## config.mk

```make
export PLATFORM = sky130hd
export DESIGN_NAME = chaotic_lmap
export DESIGN_NICKNAME = d
export VERILOG_FILES = /design/src/rtl/chaotic_lmap.sv
export SDC_FILE = /design/constraint.sdc
export NUM_CORES = 1
export LEC_CHECK = 0
export CAP_MARGIN = 20
export CORE_ASPECT_RATIO = 1.2
export CORE_MARGIN = 2
export CORE_UTILIZATION = 50
export CTS_BUF_LIST = sky130_fd_sc_hd__clkbuf_4
export CTS_CLUSTER_SIZE = 16
export DETAILED_ROUTE_END_ITERATION = 8
export PLACE_DENSITY_LB_ADDON = 0.12
export SLEW_MARGIN = 20
export SYNTH_ARGS = -nofsm -noshare
export SYNTH_HDL_FRONTEND = slang
export SYNTH_SLANG_ARGS = --single-unit
```

## constraint.sdc

```tcl
create_clock -name clock -period 0.8 [get_ports clock]
set_input_delay 0.16 -clock clock [delete_from_list [all_inputs] [get_ports clock]]
set_output_delay 0.16 -clock clock [all_outputs]
set_load 0.05 [all_outputs]
```

## src/rtl/chaotic_lmap.sv

```systemverilog
// Fixed-point logistic-map step: xtnext = r * xt * (1 - xt), Q0.16 state, integer gain,
// truncated result with saturation to 16'hFFFF once the product reaches 1.0.
module chaotic_lmap (
   input  logic        clock,
   input  logic        reset_n,
   input  logic [15:0] xt,
   input  logic [7:0]  r,
   output logic [15:0] xtnext
);

   logic [16:0] c;
   logic [32:0] p;
   logic [40:0] q;
   logic        sat;
   logic [15:0] result;

   // c spans [1, 65536], so it needs the 17th bit to represent xt = 0 exactly.
   always_comb begin
      c      = 17'h1_0000 - {1'b0, xt};
      p      = 33'(xt) * 33'(c);
      q      = 41'(p) * 41'(r);
      sat    = |q[40:32];
      result = sat ? 16'hFFFF : q[31:16];
   end

   always_ff @(posedge clock or negedge reset_n) begin
      if (!reset_n) xtnext <= 16'h0000;
      else          xtnext <= result;
   end

endmodule

```

==> impl_metrics.csv <==
group,metric,value,unit
status,status,"finished with violations",
status,violations,"negative setup slack",
min_path,hp-class,"in -> async",
yosys,yosysTopAreaCellShare,42.6,%
worst_setup_path,required,0.97,ns
worst_setup_path,critPathBufInv,12,
yosys,synth_seq_cells,16,
detailed_routing,dr.pass1.iters,5,
die,die_y,215,um
timing,final_hold_viol_count,0,
worst_setup_path,cpMostUsedCell,"fa_1",
worst_setup_path,start_kind,"primary input",
yosys,synth_edf_count,0,
timing,tightest_slew,0.678,ns
die,initial_utilization,50.5,%
cells_and_area,largest_reg_flops,16,
die,coreArea,36600,um^2
yosys,synth_cell_types,69,
die,rows,77,
cts,clk_path_buf_depth,2,
timing,grt_setup_unrepaired,"yes",
cts,cts-htree-levels,1,
grt,antenna_found_initial,0,
run,maxCapViolations,0,
detailed_routing,vias_per_cell,5.15,
detailed_routing,postRouteAntennaNets,0,
placed_design,gp_congestion,0.957,
grt,grt_max_degree,34,
cells_and_area,top_register,"xtnext",
yosys,ys_seq_area_share,2.17,%
grt,grt_pass1_wl,80000,um
cells_and_area,diodes,0,
placed_design,dpl-instance-area,22200,um^2
yosys,synth_flop_cell,"dfrtp_1",
grt,gr-total-overflow,0,
worst_setup_path,worst-path-max-fanout,8,
detailed_routing,drtIter0Drc,636,
yosys,async_flop_share,100,%
worst_setup_path,cp_top_family,"adder cells",
cells_and_area,multi_input_area,17200,um^2
die,die-area,38500,um^2
cts,cts_num_sinks,16,
grt,grt.total_usage,24.8,%
cells_and_area,nFillCells,3055,
cells_and_area,area_growth,27.1,%
placed_design,io_buffers,41,
detailed_routing,route.detailed.drc,0,
worst_setup_path,end_kind,"flip-flop",
die,io_pins,42,
cells_and_area,final_nets,3030,
timing,maxSlewViolCount,0,
cts,numCtsBuffers,3,
cells_and_area,seq_area,400,um^2
timing,max_slew_margin,54.5,%
worst_setup_path,slowest_stage,"fa_1",
cells_and_area,reg_top3,"xtnext (16)",
grt,grt_pass1_vias,16700,
timing,fin_crit,11.28,ns
worst_setup_path,worstPathArrival,11.45,ns
yosys,netlist_area,18500,um^2
timing,setup_viol,32,
timing,period_share,1410,%
yosys,yosysWarnings,0,
die,die_w,180,um
timing,max_freq,88.6,MHz
detailed_routing,vias,14900,
yosys,syn_inst,2100,
yosys,postSynthAreaPerCell,8.80,um^2
timing,setup_slack,-10.48,ns
detailed_routing,drt-total-wl,45600,um
cts,cts.reportedPaths.clkPinSlew,0.09,ns
yosys,yosysTopAreaCell,"fa_1",
worst_setup_path,criticalPathCategory,"in -> reg",
detailed_routing,wl_per_cell,15.7,um
yosys,synth_area_leaders,"fa_1 43%, ha_1 12%, inv_1 9.1%, and2_1 4.9%, nand2b_1 4.5%",
cells_and_area,fin_area,23500,um^2
cts,cts_tree,"yes",
cts,root_buffer,"clkbuf_4",
cts,cts_hold_buf,0,
worst_setup_path,slowest_delay,0.55,ns
placed_design,dp_hpwl,39300,um
cells_and_area,drive_gt1_share,24.6,%
==> stage by stage <==
stage,utilization [%],setup WS [ns],hold WS [ns],instances,TNS (ns)
5_1_grt,64.2,-10.90,0.197,2903,-177.94
3_3_place_gp,60.5,-11.52,0.503,2864,-184.34
4_1_cts,62.8,-10.55,0.189,2891,-172.13
3_5_place_dp,60.5,-11.66,0.504,2864,-186.23
2_1_floorplan,-,-10.27,-0.136,2112,-163.54
6_report,64.2,-10.48,0.198,2903,-170.82
==> cell families after synthesis <==
group / count (synthesis) / synth area share [%]
adder cells (fa/ha/maj): 574 / 54.8
multiplexers: 18 / 1.13
buffers and inverters: 548 / 11.3
flip-flops: 16 / 2.17
AND/OR/NAND/NOR: 692 / 20.5
other: 2 / 0.0406
AO/OA/AOI/OAI: 207 / 7.99
XOR/XNOR: 43 / 2.04
==> final cells by class <==
cell class              count  share of cell area, %
flip-flops and latches     16                   1.70
clock buffers               3                 0.0958
well taps                 474                   2.52
inverters                 448                   7.21
clock inverters             1                 0.0160
multi-input cells        1548                   73.2
repair buffers            413                   15.3
==> final timing paths <==
check | depth (start not counted) | slack [ns] | from | endpoint
max | 49 | -10.48 | xt[0] | xtnext[8]$_DFF_PN0_
min | 2 | 0.20 | reset_n | xtnext[14]$_DFF_PN0_
max in group asynchronous | 2 | 0.49 | reset_n | xtnext[2]$_DFF_PN0_
min in group clock | 1 | 0.96 | xtnext[3]$_DFF_PN0_ | xtnext[3]
==> cells in the final DEF, fill, tap and decap left out, drive strengths merged, types with 7 or more instances in the layout <==
cell,count
nor2b,102
nand2,180
ha,181
conb,14
and3,12
a31oi,13
mux2,8
xor2,16
a21oi,53
nand4,17
nand3,21
nor2,38
dfrtp,16
nand2b,132
o311a,7
nor3,14
dlygate4sd2,8
o21a,10
o21bai,10
fa,393
nor3b,13
clkdlybuf4s50,13
buf,390
a21o,32
and2,145
xnor2,27
mux2i,10
inv,447
a211oi,10
o21ai,31
==> routing by layer <==
| layer | GRT usage [%] | vias to the layer above | routed length [um] |
|---|---|---|---|
| li1 | - | 7037 | - |
| met1 | 32.4 | 7522 | 19400 |
| met2 | 45.0 | 295 | 23600 |
| met3 | 1.21 | 85 | 1230 |
| met4 | 6.45 | 0 | 1320 |
| met5 | 0 | - | 0 |
==> timing repair <==
item / CTS / global route
endpoints found under the setup margin: 32 / 32
cloned: 1 / 0
pin swaps: 95 / 105
buffers inserted: 25 / 12
gates resized for setup: 144 / 94
==> synthesized netlist by cell type (13+ instances only) <==
| cell | count |
|---|---|
| inv_1 | 447 |
| fa_1 | 393 |
| ha_1 | 181 |
| nand2_1 | 180 |
| and2_1 | 145 |
| nand2b_1 | 132 |
| nor2b_1 | 102 |
| clkbuf_1 | 92 |
| a21oi_1 | 52 |
| nor2_1 | 38 |
| a21o_1 | 32 |
| o21ai_0 | 27 |
| xnor2_1 | 27 |
| nand3_1 | 21 |
| nand4_1 | 17 |
| dfrtp_1 | 16 |
| xor2_1 | 16 |
| a31oi_1 | 13 |
| nor3_1 | 13 |
| nor3b_1 | 13 |
Power is left out: the tool's default activity adds up to more than one toggle a clock period on the data nets, which glitch-free logic cannot reach.
